===== config.mk =====
export PLATFORM = sky130hd
export DESIGN_NAME = alu_simd_pipe
export DESIGN_NICKNAME = d
export VERILOG_FILES = /design/src/rtl/alu_simd_pkg.sv /design/src/rtl/alu_simd_lane_stage.sv /design/src/rtl/alu_simd_pipe.sv
export SDC_FILE = /design/constraint.sdc
export NUM_CORES = 1
export LEC_CHECK = 0
export ABC_AREA = 1
export CORE_MARGIN = 3
export CORE_UTILIZATION = 61
export CTS_CLUSTER_SIZE = 28
export DETAILED_ROUTE_END_ITERATION = 6
export PLACE_DENSITY = 0.86
export SKIP_CTS_REPAIR_TIMING = 1
export SYNTH_ARGS = -nofsm -noshare
export SYNTH_HDL_FRONTEND = slang
export SYNTH_SLANG_ARGS = --single-unit
export TNS_END_PERCENT = 10

===== constraint.sdc =====
create_clock -name clk -period 4.9 [get_ports clk]
set_clock_uncertainty 0.2 [all_clocks]
set_input_delay 1.225 -clock clk [delete_from_list [all_inputs] [get_ports clk]]
set_output_delay 1.225 -clock clk [all_outputs]
set_load 0.005 [all_outputs]

===== src/rtl/alu_simd_pkg.sv =====
// Shared constants and helpers for the pipelined three-operand SIMD adder.
// The group size is derived from the per-beat mode; each lane carries 2 bits forward.
package alu_simd_pkg;

    localparam int CARRY_W = 2;

    // Mode encodings as seen with LANES=4; wider modes saturate to single lanes.
    localparam int MODE_FULL    = 0;
    localparam int MODE_PAIRS   = 1;
    localparam int MODE_SINGLES = 2;

    function automatic int group_size(input int mode, input int lanes);
        int g;
        g = lanes >> mode;
        return (g < 1) ? 1 : g;
    endfunction

endpackage


===== src/rtl/alu_simd_lane_stage.sv =====
// One lane of the SIMD adder: W+X+Y+carry for lane LANE_IDX, plus the stage register.
// Latency: 1 cycle (registered sum, carry, valid and beat side-band).
// Backpressure: all state holds while en=0; bubbles shift through like beats.
module alu_simd_lane_stage
    import alu_simd_pkg::*;
#(
    parameter int LANES    = 4,
    parameter int LANE_W   = 8,
    parameter int MODE_W   = $clog2(LANES) + 1,
    parameter int LANE_IDX = 0
) (
    input  logic               clk,
    input  logic               rst_n,
    input  logic               en,
    input  logic               beat_vld,
    input  logic [MODE_W-1:0]  beat_mode,
    input  logic               beat_cin,
    input  logic [CARRY_W-1:0] carry_prev,
    input  logic [LANE_W-1:0]  w_lane,
    input  logic [LANE_W-1:0]  x_lane,
    input  logic [LANE_W-1:0]  y_lane,
    output logic               vld_q,
    output logic [MODE_W-1:0]  mode_q,
    output logic               cin_q,
    output logic [CARRY_W-1:0] carry_q,
    output logic [LANE_W-1:0]  sum_q
);

    int                     grp;
    logic                   head;
    logic                   full;
    logic [CARRY_W-1:0]     cin_lane;
    logic [LANE_W+1:0]      t;

    always_comb begin
        grp      = group_size(int'(beat_mode), LANES);
        head     = (LANE_IDX & (grp - 1)) == 0;
        full     = int'(beat_mode) == MODE_FULL;
        cin_lane = '0;
        // Only the head of a full-width group sees CIN; other heads start clean.
        if (head) begin
            cin_lane = full ? {1'b0, beat_cin} : 2'b00;
        end else begin
            cin_lane = carry_prev;
        end
        t = {2'b00, w_lane} + {2'b00, x_lane} + {2'b00, y_lane}
          + {{LANE_W{1'b0}}, cin_lane};
    end

    always_ff @(posedge clk or negedge rst_n) begin
        if (!rst_n) begin
            vld_q   <= 1'b0;
            mode_q  <= '0;
            cin_q   <= 1'b0;
            carry_q <= '0;
            sum_q   <= '0;
        end else if (en) begin
            vld_q   <= beat_vld;
            mode_q  <= beat_mode;
            cin_q   <= beat_cin;
            carry_q <= t[LANE_W+1:LANE_W];
            sum_q   <= t[LANE_W-1:0];
        end
    end

endmodule


===== src/rtl/alu_simd_pipe.sv =====
// Pipelined three-operand SIMD adder S = W+X+Y+CIN with per-beat lane grouping.
// Latency: LANES cycles from accepted beat to out_valid; one beat per cycle.
// Backpressure: out_valid & ~out_ready freezes the whole pipe and drops in_ready.
module alu_simd_pipe
    import alu_simd_pkg::*;
#(
    parameter int LANES  = 4,
    parameter int LANE_W = 8,
    parameter int MODE_W = $clog2(LANES) + 1
) (
    input  logic                      clk,
    input  logic                      rst_n,
    input  logic                      in_valid,
    output logic                      in_ready,
    input  logic [MODE_W-1:0]         USE_SIMD,
    input  logic [LANES*LANE_W-1:0]   W,
    input  logic [LANES*LANE_W-1:0]   X,
    input  logic [LANES*LANE_W-1:0]   Y,
    input  logic                      CIN,
    output logic                      out_valid,
    input  logic                      out_ready,
    output logic [LANES*LANE_W-1:0]   S,
    output logic [CARRY_W*LANES-1:0]  COUT
);

    localparam int DATA_W = LANES * LANE_W;
    localparam int COUT_W = CARRY_W * LANES;

    logic stall;
    logic en;

    // *_view[s]: what stage s sees (operands) or has finished (sums, carries).
    logic [DATA_W-1:0]  w_view    [LANES];
    logic [DATA_W-1:0]  x_view    [LANES];
    logic [DATA_W-1:0]  y_view    [LANES];
    logic [DATA_W-1:0]  sum_view  [LANES];
    logic [COUT_W-1:0]  cout_view [LANES];

    logic               vld_v   [LANES];
    logic [MODE_W-1:0]  mode_v  [LANES];
    logic               cin_v   [LANES];
    logic [CARRY_W-1:0] carry_v [LANES];
    logic [LANE_W-1:0]  sum_v   [LANES];

    assign stall    = out_valid & ~out_ready;
    assign en       = ~stall;
    assign in_ready = en;

    for (genvar s = 0; s < LANES; s++) begin : g_stage
        logic               beat_vld;
        logic [MODE_W-1:0]  beat_mode;
        logic               beat_cin;
        logic [CARRY_W-1:0] carry_prev;

        if (s == 0) begin : g_first
            assign beat_vld     = in_valid;
            assign beat_mode    = USE_SIMD;
            assign beat_cin     = CIN;
            assign carry_prev   = '0;
            assign w_view[0]    = W;
            assign x_view[0]    = X;
            assign y_view[0]    = Y;
            assign sum_view[0]  = DATA_W'(sum_v[0]);
            assign cout_view[0] = COUT_W'(carry_v[0]);
        end else begin : g_next
            logic [DATA_W-1:0] w_q;
            logic [DATA_W-1:0] x_q;
            logic [DATA_W-1:0] y_q;
            logic [DATA_W-1:0] sum_dk_q;
            logic [COUT_W-1:0] cout_dk_q;

            // Operand skew and result deskew, aligned with the stage register.
            always_ff @(posedge clk or negedge rst_n) begin
                if (!rst_n) begin
                    w_q       <= '0;
                    x_q       <= '0;
                    y_q       <= '0;
                    sum_dk_q  <= '0;
                    cout_dk_q <= '0;
                end else if (en) begin
                    w_q       <= w_view[s-1];
                    x_q       <= x_view[s-1];
                    y_q       <= y_view[s-1];
                    sum_dk_q  <= sum_view[s-1];
                    cout_dk_q <= cout_view[s-1];
                end
            end

            assign beat_vld     = vld_v[s-1];
            assign beat_mode    = mode_v[s-1];
            assign beat_cin     = cin_v[s-1];
            assign carry_prev   = carry_v[s-1];
            assign w_view[s]    = w_q;
            assign x_view[s]    = x_q;
            assign y_view[s]    = y_q;
            // Lanes >= s of the deskew register are always zero, so OR merges cleanly.
            assign sum_view[s]  = sum_dk_q  | (DATA_W'(sum_v[s])   << (s * LANE_W));
            assign cout_view[s] = cout_dk_q | (COUT_W'(carry_v[s]) << (s * CARRY_W));
        end

        alu_simd_lane_stage #(
            .LANES    (LANES),
            .LANE_W   (LANE_W),
            .MODE_W   (MODE_W),
            .LANE_IDX (s)
        ) u_stage (
            .clk        (clk),
            .rst_n      (rst_n),
            .en         (en),
            .beat_vld   (beat_vld),
            .beat_mode  (beat_mode),
            .beat_cin   (beat_cin),
            .carry_prev (carry_prev),
            .w_lane     (w_view[s][s*LANE_W +: LANE_W]),
            .x_lane     (x_view[s][s*LANE_W +: LANE_W]),
            .y_lane     (y_view[s][s*LANE_W +: LANE_W]),
            .vld_q      (vld_v[s]),
            .mode_q     (mode_v[s]),
            .cin_q      (cin_v[s]),
            .carry_q    (carry_v[s]),
            .sum_q      (sum_v[s])
        );
    end

    assign out_valid = vld_v[LANES-1];
    assign S         = sum_view[LANES-1];
    assign COUT      = cout_view[LANES-1];

endmodule


==> results.toml <==
[setup_path]
crit_arrival_ns = 2.38
crit_path_start = "out_ready"
crit_type = "input pin to primary output"
r2r-end = "g_stage[1].u_stage.carry_q[1]"
cp.required_ns = 3.47
r2r-start = "g_stage[1].g_next.w_q[8]"
start_kind = "input pin"
worstSetupEndpoint = "in_ready"
slowest_stage = "clkdlybuf4s50_1"
reg2reg_slack_ns = 1.62
reg2reg_depth = 15
critPathMaxStageDelay_ns = 0.50
crit_family = "buffers and inverters"
crit_top_cell = "clkdlybuf4s50_1"
path_cells = "clkdlybuf4s50_1 -> nor2_4 -> inv_6 -> clkdlybuf4s50_1"
critical_path_cell_count = 4
crit_buf_inv = 3
worstPathMaxFanout = 3
end_kind = "primary output"

[placed_design]
io_buffers = 145
pre_cts_slack_ns = 0.781
gp_congestion = 0.872
dpl.hpwl_mm = 19.0

[timing]
hold_slack_ns = 0.262
setup_viol = 0
worstMarginPinSlew_ns = 0.964
hold_violations = 0
rsz0062_at_grt = "no"
fin_setup_tns_ns = 0
min_period_over_period_pct = 77.7
fin_ws_ns = 1.09
relSlewSlack_pct = 35.7
slew_viol_final = 0
fmax_ghz = 0.263
fin_crit_ns = 3.81

[power_and_ir_drop]
power_frac_comb_pct = 51.0
p_int_mw = 6.75
p_leak_nw = 8.04
p_sw_share_pct = 41.6
clkPwrFrac_pct = 18.1
ir_drop_mv = 0.383
p_seq_share_pct = 30.9
p_per_area_nw_per_um2 = 759
power.total_mw = 11.5
p_switching_mw = 4.80

[routing]
routed_wl_mm = 27.5
first_pass_iters = 5
wl_per_cell_um = 14.3
drc_errors = 0
drt_iter0_drc = 659
ant_nets = 0
vias = 9979
drt-vias-per-instance = 5.19

[hold_path]
worstHoldStart = "g_stage[2].u_stage.vld_q"
min_path_type = "register to register"

[clock_tree]
cts_made_buffers = 26
cts_tree = "yes"
clk_path_buf_depth = 3
path_clk_slew_ns = 0.06
cts_max_level = 1
cts.sinks = 256
worstSkewPairLatency_ns = 0.52
cts_root_buf = "clkbuf_16"

[layout]
diodes = 0
syn_to_final_growth_pct = 19.3
multi_input_area_um2 = 5470
drive_above_1_share_pct = 3.45
layout_commonest_cell = "nand2_1"
seq_area_um2 = 6410
fillers = 1470
nNetsFinal = 1835
final_util_pct = 74.7
layout_common_cells = "nand2_1, dfrtp_1, clkdlybuf4s50_1"

[synthesis]
ys_seq_area_share_pct = 50.2
synthCells = 1518
synth_nets = 1718
synth.cell_area_um2 = 12800
synth_adder_area_share_pct = 10.3
synthMuxAreaShare_pct = 0
synth_compound_area_share_pct = 6.34
yosysWarnings = 0
yosys.cell_types.count = 26
synth_top_family_by_area = "simple AND/OR/NAND/NOR gates"
ys_ff_latch = 256
yosys.area_share.simple_pct = 24.1
synthXorXnorAreaFrac_pct = 2.13
synth_area_per_cell_um2 = 8.40

[floorplan]
chipWidth_um = 151
io_pins = 146
initial_core_util_pct = 62.6
placementRows = 52
design.core.area_um2 = 20400
chipHeight_um = 151
die_area_um2 = 22700

[global_routing]
gr-total-overflow = 0
grt_usage_pct = 25.0
grt_max_degree = 242
grt_pass1_wl_mm = 46.6
antenna_found_initial = 2
grt_pass1_vias = 9738

[outcome]
status = "completed"

[flow_run]
cap_violations = 0
-- metrics by stage --
step	std cells	cell area [um2]
floorplan	1518	12800
global placement	1877	14300
detailed placement	1877	14300
CTS	1923	15200
global route	1923	15200
finish	1923	15200
-- how the worst min path moves through the flow --
stage	endpoint	slack (ns)	cells after the start
2_1_floorplan	g_stage[3].u_stage.vld_q	0.22	2
3_3_place_gp	g_stage[3].u_stage.vld_q	0.23	2
3_5_place_dp	g_stage[3].u_stage.vld_q	0.24	2
4_1_cts	g_stage[3].u_stage.vld_q	0.26	2
5_1_grt	g_stage[3].u_stage.vld_q	0.27	2
6_report	g_stage[3].u_stage.vld_q	0.26	2
-- state kept, by name, indices dropped and copies added, names as in the netlist --
signal                    cells
g_stage.g_next.sum_dk_q      48
g_stage.g_next.w_q           48
g_stage.g_next.x_q           48
g_stage.g_next.y_q           48
g_stage.u_stage.sum_q        32
g_stage.g_next.cout_dk_q     12
g_stage.u_stage.carry_q       8
g_stage.u_stage.mode_q        8
g_stage.u_stage.vld_q         4
-- Yosys cell counts, drive strengths merged --
cell / count / area (um2)
nand2: 664 / 2490
dfrtp: 256 / 6410
inv: 142 / 533
o21ai: 107 / 536
ha: 81 / 1010
nand3: 57 / 285
buf: 53 / 303
a21oi: 31 / 155
nand4: 23 / 144
nor2: 20 / 82.6
xnor2: 16 / 140
fa: 15 / 300
xor2: 15 / 131
clkbuf: 11 / 41.3
a21o: 6 / 45.0
a31oi: 4 / 25.0
nand3b: 4 / 30.0
o21bai: 4 / 30.0
or2: 3 / 18.8
nor3b: 2 / 15.0
nor4: 2 / 12.5
o311ai: 2 / 17.5
-- cells by family after synthesis --
| family | after synthesis |
|---|---|
| XOR/XNOR | 31 |
| flip-flops | 256 |
| AO/OA/AOI/OAI | 154 |
| AND/OR/NAND/NOR | 775 |
| adder cells (fa/ha/maj) | 96 |
| buffers and inverters | 206 |
-- power groups by stage --
stage | Sequential, mW | Clock [mW] | Combinational [mW]
final | 3.57 | 2.09 | 5.89
after global routing | 3.67 | 2.21 | 6.82
after CTS | 3.57 | 2.12 | 5.92
after detailed placement | 3.59 | 0 | 5.83
after global placement | 3.55 | 0 | 5.63
after floorplan | 3.44 | 0 | 4.35
-- per-layer routing --
layer  vias to the layer above  track usage [%]  part of all wire, %
li1                       5012                -                    -
met1                      4652             36.9                   47
met2                       258             39.5                   45
met3                        53             3.64                  5.0
met4                         4             6.30                  2.7
met5                         -                0                0.066
-- worst min-delay path: stages (launching register included) --
cell	delay [ns]
dfrtp_1	0.33
inv_1	0.05
nand2_1	0.05
-- final cells by class --
class / count / area share, %
Clock buffer: 34 / 4.88
Clock inverter: 12 / 1.15
Inverter: 142 / 3.54
Multi-Input combinational cell: 1056 / 36.0
Sequential cell: 256 / 42.1
Tap cell: 270 / 2.22
Timing Repair Buffer: 153 / 10.1
No activity file was read; power rests on OpenSTA's default activity.
